===== src/rtl/nanorv32_ram_initiator_if.sv =====
// nanorv32_ram_initiator_if
// Bundles the LSU request/response channel and the single-port byte-write
// RAM port driven by nanorv32_ram_initiator.
//   master : the initiator (accepts req_*, produces rsp_* and ram_we/addr/din)
//   slave  : the environment (LSU issuing requests, RAM returning ram_dout)
// Parameter ADDR_WIDTH: RAM word-address width; byte address is ADDR_WIDTH+2.
interface nanorv32_ram_initiator_if #(
  parameter int ADDR_WIDTH = 12
);
  logic                  req_valid;
  logic                  req_ready;
  logic [ADDR_WIDTH+1:0] req_addr;
  logic                  req_write;
  logic [1:0]            req_size;
  logic                  req_unsigned;
  logic [31:0]           req_wdata;
  logic                  rsp_valid;
  logic                  rsp_ready;
  logic [31:0]           rsp_rdata;
  logic                  rsp_err;
  logic [3:0]            ram_we;
  logic [ADDR_WIDTH-1:0] ram_addr;
  logic [31:0]           ram_din;
  logic [31:0]           ram_dout;

  modport master (
    input  req_valid, req_addr, req_write, req_size, req_unsigned, req_wdata,
    input  rsp_ready, ram_dout,
    output req_ready, rsp_valid, rsp_rdata, rsp_err, ram_we, ram_addr, ram_din
  );

  modport slave (
    output req_valid, req_addr, req_write, req_size, req_unsigned, req_wdata,
    output rsp_ready, ram_dout,
    input  req_ready, rsp_valid, rsp_rdata, rsp_err, ram_we, ram_addr, ram_din
  );
endinterface


===== src/rtl/nanorv32_ram_initiator.sv =====
// nanorv32_ram_initiator
// Drives a single-port, byte-write 32-bit RAM on behalf of the LSU. One
// request outstanding at a time; byte/half/word stores are lane-replicated
// with byte enables, loads are lane-extracted and sign/zero extended,
// misaligned or size=11 requests return rsp_err without touching the RAM.
// Ports:
//   clk    : clock shared with the RAM
//   rst_n  : asynchronous active-low reset
//   bus    : nanorv32_ram_initiator_if.master (req_*, rsp_*, ram_*)
// Build option:
//   NANORV32_RAM_DOUT_REG_EN : RAM has an extra output register; loads wait
//                              one more cycle (RDWAIT2) before capturing dout.
module nanorv32_ram_initiator #(
  parameter int ADDR_WIDTH = 12
) (
  input  logic clk,
  input  logic rst_n,
  nanorv32_ram_initiator_if.master bus
);

`ifdef NANORV32_RAM_DOUT_REG_EN
  typedef enum logic [2:0] {S_IDLE, S_ACCESS, S_RDWAIT, S_RDWAIT2, S_RESP} state_t;
`else
  typedef enum logic [2:0] {S_IDLE, S_ACCESS, S_RDWAIT, S_RESP} state_t;
`endif

  state_t                r_state, w_state;
  logic [1:0]            r_off, w_off;
  logic [1:0]            r_size, w_size;
  logic                  r_uns, w_uns;
  logic                  r_write, w_write;
  logic                  r_bad, w_bad;
  logic [3:0]            r_we, w_we;
  logic [ADDR_WIDTH-1:0] r_addr, w_addr;
  logic [31:0]           r_din, w_din;
  logic                  r_rsp_valid, w_rsp_valid;
  logic [31:0]           r_rdata, w_rdata;
  logic                  r_err, w_err;

  logic                  w_illegal;
  logic [3:0]            w_lane_we;
  logic [31:0]           w_lane_din;
  logic [31:0]           w_fmt;

  function automatic logic [31:0] fmt_load(input logic [31:0] d, input logic [1:0] off,
                                           input logic [1:0] sz, input logic uns);
    logic [7:0]  b;
    logic [15:0] h;
    b = d[{off, 3'b000} +: 8];
    h = d[{off[1], 4'b0000} +: 16];
    case (sz)
      2'd0:    fmt_load = {{24{b[7] & ~uns}}, b};
      2'd1:    fmt_load = {{16{h[15] & ~uns}}, h};
      default: fmt_load = d;
    endcase
  endfunction

  assign w_illegal = (bus.req_size == 2'd3) ||
                     (bus.req_size == 2'd1 && bus.req_addr[0]) ||
                     (bus.req_size == 2'd2 && bus.req_addr[1:0] != 2'd0);

  always_comb begin
    case (bus.req_size)
      2'd0:    begin w_lane_we = 4'b0001 << bus.req_addr[1:0]; w_lane_din = {4{bus.req_wdata[7:0]}};  end
      2'd1:    begin w_lane_we = 4'b0011 << bus.req_addr[1:0]; w_lane_din = {2{bus.req_wdata[15:0]}}; end
      default: begin w_lane_we = 4'b1111;                     w_lane_din = bus.req_wdata;            end
    endcase
  end

  assign w_fmt = fmt_load(bus.ram_dout, r_off, r_size, r_uns);

  always_comb begin
    w_state     = r_state;
    w_off       = r_off;
    w_size      = r_size;
    w_uns       = r_uns;
    w_write     = r_write;
    w_bad       = r_bad;
    w_we        = r_we;
    w_addr      = r_addr;
    w_din       = r_din;
    w_rsp_valid = r_rsp_valid;
    w_rdata     = r_rdata;
    w_err       = r_err;
    case (r_state)
      S_IDLE: if (bus.req_valid) begin
        w_off   = bus.req_addr[1:0];
        w_size  = bus.req_size;
        w_uns   = bus.req_unsigned;
        w_write = bus.req_write;
        w_bad   = w_illegal;
        // Errors also pass through ACCESS (with ram_we held 0) so every
        // non-load response lands exactly one clock after accept.
        w_state = S_ACCESS;
        if (!w_illegal) begin
          w_addr = bus.req_addr[ADDR_WIDTH+1:2];
          if (bus.req_write) begin
            w_we  = w_lane_we;
            w_din = w_lane_din;
          end
        end
      end
      S_ACCESS: begin
        w_we = 4'b0000;  // RAM samples the write at this edge; one-shot
        if (r_write || r_bad) begin
          w_state     = S_RESP;
          w_rsp_valid = 1'b1;
          w_err       = r_bad;
          w_rdata     = 32'd0;
        end else begin
          w_state = S_RDWAIT;
        end
      end
`ifdef NANORV32_RAM_DOUT_REG_EN
      S_RDWAIT:  w_state = S_RDWAIT2;
      S_RDWAIT2: begin
`else
      S_RDWAIT: begin
`endif
        w_rdata     = w_fmt;
        w_rsp_valid = 1'b1;
        w_state     = S_RESP;
      end
      S_RESP: if (bus.rsp_ready) begin
        w_rsp_valid = 1'b0;
        w_err       = 1'b0;
        w_state     = S_IDLE;
      end
      default: w_state = S_IDLE;
    endcase
  end

  always_ff @(posedge clk or negedge rst_n) begin
    if (!rst_n) begin
      r_state     <= S_IDLE;
      r_off       <= 2'd0;
      r_size      <= 2'd0;
      r_uns       <= 1'b0;
      r_write     <= 1'b0;
      r_bad       <= 1'b0;
      r_we        <= 4'b0000;
      r_addr      <= '0;
      r_din       <= 32'd0;
      r_rsp_valid <= 1'b0;
      r_rdata     <= 32'd0;
      r_err       <= 1'b0;
    end else begin
      r_state     <= w_state;
      r_off       <= w_off;
      r_size      <= w_size;
      r_uns       <= w_uns;
      r_write     <= w_write;
      r_bad       <= w_bad;
      r_we        <= w_we;
      r_addr      <= w_addr;
      r_din       <= w_din;
      r_rsp_valid <= w_rsp_valid;
      r_rdata     <= w_rdata;
      r_err       <= w_err;
    end
  end

  assign bus.req_ready = (r_state == S_IDLE);
  assign bus.rsp_valid = r_rsp_valid;
  assign bus.rsp_rdata = r_rdata;
  assign bus.rsp_err   = r_err;
  assign bus.ram_we    = r_we;
  assign bus.ram_addr  = r_addr;
  assign bus.ram_din   = r_din;

endmodule


===== src/flat_wrapper.sv =====
// flat-port wrapper written by rule: the top's interface ports become plain ports
module nanorv32_ram_initiator_flat 
#(
  parameter int ADDR_WIDTH = 12
)
  (clk, rst_n, bus_req_valid, bus_req_addr, bus_req_write, bus_req_size, bus_req_unsigned, bus_req_wdata, bus_rsp_ready, bus_ram_dout, bus_req_ready, bus_rsp_valid, bus_rsp_rdata, bus_rsp_err, bus_ram_we, bus_ram_addr, bus_ram_din);
  nanorv32_ram_initiator_if #(.ADDR_WIDTH(ADDR_WIDTH)) bus_i ();
  input  logic clk;
  input  logic rst_n;
  input wire logic [$bits(bus_i.req_valid)-1:0] bus_req_valid;
  input wire logic [$bits(bus_i.req_addr)-1:0] bus_req_addr;
  input wire logic [$bits(bus_i.req_write)-1:0] bus_req_write;
  input wire logic [$bits(bus_i.req_size)-1:0] bus_req_size;
  input wire logic [$bits(bus_i.req_unsigned)-1:0] bus_req_unsigned;
  input wire logic [$bits(bus_i.req_wdata)-1:0] bus_req_wdata;
  input wire logic [$bits(bus_i.rsp_ready)-1:0] bus_rsp_ready;
  input wire logic [$bits(bus_i.ram_dout)-1:0] bus_ram_dout;
  output wire logic [$bits(bus_i.req_ready)-1:0] bus_req_ready;
  output wire logic [$bits(bus_i.rsp_valid)-1:0] bus_rsp_valid;
  output wire logic [$bits(bus_i.rsp_rdata)-1:0] bus_rsp_rdata;
  output wire logic [$bits(bus_i.rsp_err)-1:0] bus_rsp_err;
  output wire logic [$bits(bus_i.ram_we)-1:0] bus_ram_we;
  output wire logic [$bits(bus_i.ram_addr)-1:0] bus_ram_addr;
  output wire logic [$bits(bus_i.ram_din)-1:0] bus_ram_din;
  assign bus_i.req_valid = bus_req_valid;
  assign bus_i.req_addr = bus_req_addr;
  assign bus_i.req_write = bus_req_write;
  assign bus_i.req_size = bus_req_size;
  assign bus_i.req_unsigned = bus_req_unsigned;
  assign bus_i.req_wdata = bus_req_wdata;
  assign bus_i.rsp_ready = bus_rsp_ready;
  assign bus_i.ram_dout = bus_ram_dout;
  assign bus_req_ready = bus_i.req_ready;
  assign bus_rsp_valid = bus_i.rsp_valid;
  assign bus_rsp_rdata = bus_i.rsp_rdata;
  assign bus_rsp_err = bus_i.rsp_err;
  assign bus_ram_we = bus_i.ram_we;
  assign bus_ram_addr = bus_i.ram_addr;
  assign bus_ram_din = bus_i.ram_din;
  nanorv32_ram_initiator #(.ADDR_WIDTH(ADDR_WIDTH)) u_core (.clk(clk), .rst_n(rst_n), .bus(bus_i));
endmodule

===== config.mk =====
export PLATFORM = sky130hd
export DESIGN_NAME = nanorv32_ram_initiator_flat
export DESIGN_NICKNAME = d
export VERILOG_FILES = /design/src/rtl/nanorv32_ram_initiator_if.sv /design/src/rtl/nanorv32_ram_initiator.sv /design/src/flat_wrapper.sv
export SDC_FILE = /design/constraint.sdc
export NUM_CORES = 1
export LEC_CHECK = 0
export CORE_UTILIZATION = 44
export CTS_BUF_LIST = sky130_fd_sc_hd__clkbuf_8 sky130_fd_sc_hd__clkbuf_16
export DETAILED_ROUTE_END_ITERATION = 12
export GPL_TIMING_DRIVEN = 0
export MAX_ROUTING_LAYER = met4
export PLACE_DENSITY_LB_ADDON = 0.05
export SKIP_LAST_GASP = 1
export SLEW_MARGIN = 25
export SYNTH_ARGS = -nofsm -noshare
export SYNTH_HDL_FRONTEND = slang
export SYNTH_SLANG_ARGS = --single-unit

===== constraint.sdc =====
create_clock -name clk -period 2.65 [get_ports clk]
set_input_delay 0.53 -clock clk [delete_from_list [all_inputs] [get_ports clk]]
set_output_delay 0.53 -clock clk [all_outputs]
set_load 0.03 [all_outputs]

==> impl_metrics.csv <==
group,metric,value,unit
outcome,status,"complete, no violations",
pwr,switching_share,43.19,%
pwr,p_sw,0.003331,W
cts,cts_tree,"yes",
finish,num-fill-cells,809,
yosys,synthFlopType,"dfrtp_1",
die,die_h,102.4,um
yosys,synth_area,4432,um^2
die,dieArea,10480,um^2
setup_path,crit_type,"reg2out",
grt,grt_start_max_net_pins,58,
yosys,synth_area_per_cell,10.45,um^2
place,port_buffers,166,
detailed_routing,vias_per_cell,5.322,
setup_path,critPathLaunchType,"flop",
timing,period_minus_slack,2444,ps
timing,slew_headroom,36.07,%
grt,grt_usage,24.84,%
cts,cts-root-buf,"clkbuf_8",
setup_path,worstPathMaxFanout,7,
place,gp_congestion,0.8487,
yosys,synth_cell_type_count,42,
die,start_util,45.34,%
place,place_ws,-14.96,ps
yosys,ys_async_sr_fraction,100.0,%
timing,setup_viol,0,
cts,numCtsBuffers,9,
setup_path,timing.rr.start,"u_core.r_state[0]",
finish,final_area,6500,um^2
setup_path,critPathMaxStageDelay,720,ps
timing,rsz0062_at_grt,"false",
cts,htreeDepth,3,
setup_path,end_kind,"output port",
place,hpwl,9.395,mm
setup_path,critPathRequiredTime,2120,ps
grt,antenna_found_initial,0,
setup_path,crit_start,"u_core.r_state[0]",
yosys,yosysSeqAreaShare,51.38,%
detailed_routing,wire_per_inst,16.97,um
die,io_pins,169,
yosys,synth_edf_count,0,
grt,grt_pass1_wl,19.21,mm
detailed_routing,ant_nets,0,
pwr,clockPowerShare,13.4,%
pwr,powerDensity,1186,nW/um^2
pwr,p_seq_share,30.5,%
detailed_routing,wirelength,12.54,mm
place,place_area,6289,um^2
die,fp.dieW,102.4,um
cts,path_clk_slew,100,ps
yosys,yosysWarnings,0,
detailed_routing,drt_iter0_drc,163,
detailed_routing,vias,3933,
finish,area_delta_synth_final,46.67,%
detailed_routing,drc_errors,0,
timing,tightestPinTransition,955.5,ps
yosys,syn_nets,516,
die,coreArea,9774,um^2
cts,worstSkewPairLatency,350,ps
pwr,internal-power,0.004382,W
run,drv_cap,0,
cts,cts_resized,0,
finish,drive_above_1_share,10.40,%
pwr,p_comb_share,56.1,%
timing,fmax,409.2,MHz
finish,num_antenna_cells,0,
timing,fin_crit_sh,92.23,%
timing,fin_ws,206.0,ps
timing,finalClockSkew,14.11,ps
cts,holdBufCountCts,0,
pwr,peakVddDrop,0.6234,mV
die,num_rows,36,
finish,finalNetCount,694,
worst_hold_path,hold_path_class,"in2async",
cts,cts_setup_buffers,0,
grt,grt-ovfl-total,0,
pwr,p_leak,2.828,nW
timing,drv_slew,0,
yosys,synthCells,424,
yosys,synth_seq_cells,91,
timing,timing_hold_violations_final,0,
cts,clock_path_buffers,2,
setup_path,path_cells,"inv_1, ha_1, clkdlybuf4s50_1",
setup_path,cp_slowest_cell,"clkdlybuf4s50_1",
setup_path,worstPathArrival,1910,ps
grt,grt_pass1_vias,3838,
cts,numClockSinks,91,
detailed_routing,first_pass_iters,4,
==> area by class of cell <==
type | count | area (um^2) | area share, %
plain buffers | 28 | 122.6 | 1.886
clock buffers | 9 | 123.9 | 1.906
clock inverters | 6 | 87.58 | 1.347
inverters | 7 | 26.28 | 0.4042
multi-input cells | 298 | 2006 | 30.86
flip-flops and latches | 91 | 2277 | 35.03
well taps | 133 | 166.4 | 2.560
repair buffers | 167 | 1690 | 26.01
==> state kept, by name (all words and copies together), names as in the netlist, 2 cells and up <==
register and count:
u_core.bus.ram_we 4, u_core.r_off 2, u_core.r_state 2, u_core.bus.rsp_rdata 32, u_core.bus.ram_addr 12, u_core.bus.ram_din 32, u_core.r_size 2
==> through the flow <==
| stage | power (W) | utilization (%) | instances | setup TNS [ps] | hold WS, ps |
|---|---|---|---|---|---|
| 3_3_place_gp | 0.006594 | 64.04 | 723 | -212590 | 459.2 |
| 4_1_cts | 0.007744 | 66.50 | 739 | 0 | 56.61 |
| 2_1_floorplan | 0.004972 | - | 424 | 0 | 234.4 |
| 5_1_grt | 0.008189 | 66.50 | 739 | 0 | 70.38 |
| 6_report | 0.007712 | 66.50 | 739 | 0 | 50.51 |
| 3_5_place_dp | 0.006707 | 64.34 | 724 | -45.49 | 442.5 |
==> synth_stat cells (6+ instances only) <==
master	count	area, um^2
dfrtp_1	91	2277
nand2_1	64	240.2
o21ai_0	57	285.3
mux2i_1	33	330.3
mux2_2	24	270.3
a21oi_1	21	105.1
clkbuf_1	17	63.81
nand2b_1	17	106.4
nor2_1	15	56.30
a221o_2	10	112.6
nor2b_1	9	56.30
a32o_1	8	80.08
inv_1	7	26.28
a221o_1	6	60.06
ha_1	6	75.07
==> cells in the final DEF (no fill, tap or decap), types with 4 or more instances in the layout <==
master           netlist  layout
clkdlybuf4s50_1        0     165
dfrtp_1               91      91
nand2_1               64      64
o21ai_0               57      57
mux2i_1               33      33
mux2_2                24      24
a21oi_1               21      21
clkbuf_1              17      17
nand2b_1              17      17
nor2_1                15      15
a221o_2               10      10
nor2b_1                9       9
clkbuf_8               0       9
a32o_1                 8       8
inv_1                  7       7
a221o_1                6       6
ha_1                   6       6
buf_2                  5       5
buf_1                  4       4
==> routing by layer <==
layer	vias to the layer above	wire length, um	GRT usage (%)
met3	21	649	3.352
met1	1911	5829	33.54
met2	136	5844	38.20
met5	-	0	-
li1	1865	-	-
met4	0	219	9.341
==> kinds of logic after synthesis <==
logic type	synth area share (%)
AO/OA/AOI/OAI	18.01
adder cells (fa/ha/maj)	1.694
buffers and inverters	3.360
flip-flops	51.38
multiplexers	13.55
AND/OR/NAND/NOR	12.00
==> critical path, delay by kind of cell (launching register included) <==
kind,cells,cell delay (ps)
buf+inv,2,850
flops,1,420
fa+ha+maj,1,300
==> power by group through the flow <==
stage | clock network (W) | logic, W | registers (W)
CTS | 0.00105 | 0.00434 | 0.00236
global route | 0.00111 | 0.00465 | 0.00243
finish | 0.00104 | 0.00432 | 0.00235
detailed placement | 0 | 0.00433 | 0.00238
global placement | 0 | 0.00425 | 0.00235
floorplan | 0 | 0.00158 | 0.00339
==> worst paths after layout <==
path	to	slack, ps	cells after the start
hold reg to reg	u_core.bus.ram_din[4]	490	2
setup reg to reg	u_core.bus.ram_din[26]	340	8
setup / recovery	bus_req_ready	210	3
max in group asynchronous	u_core.bus.rsp_rdata[15]	1990	2
hold / removal	u_core.bus.rsp_rdata[2]	50	1
min in group clk	u_core.bus.ram_din[4]	490	2
(Power assumes the default switching activity.)
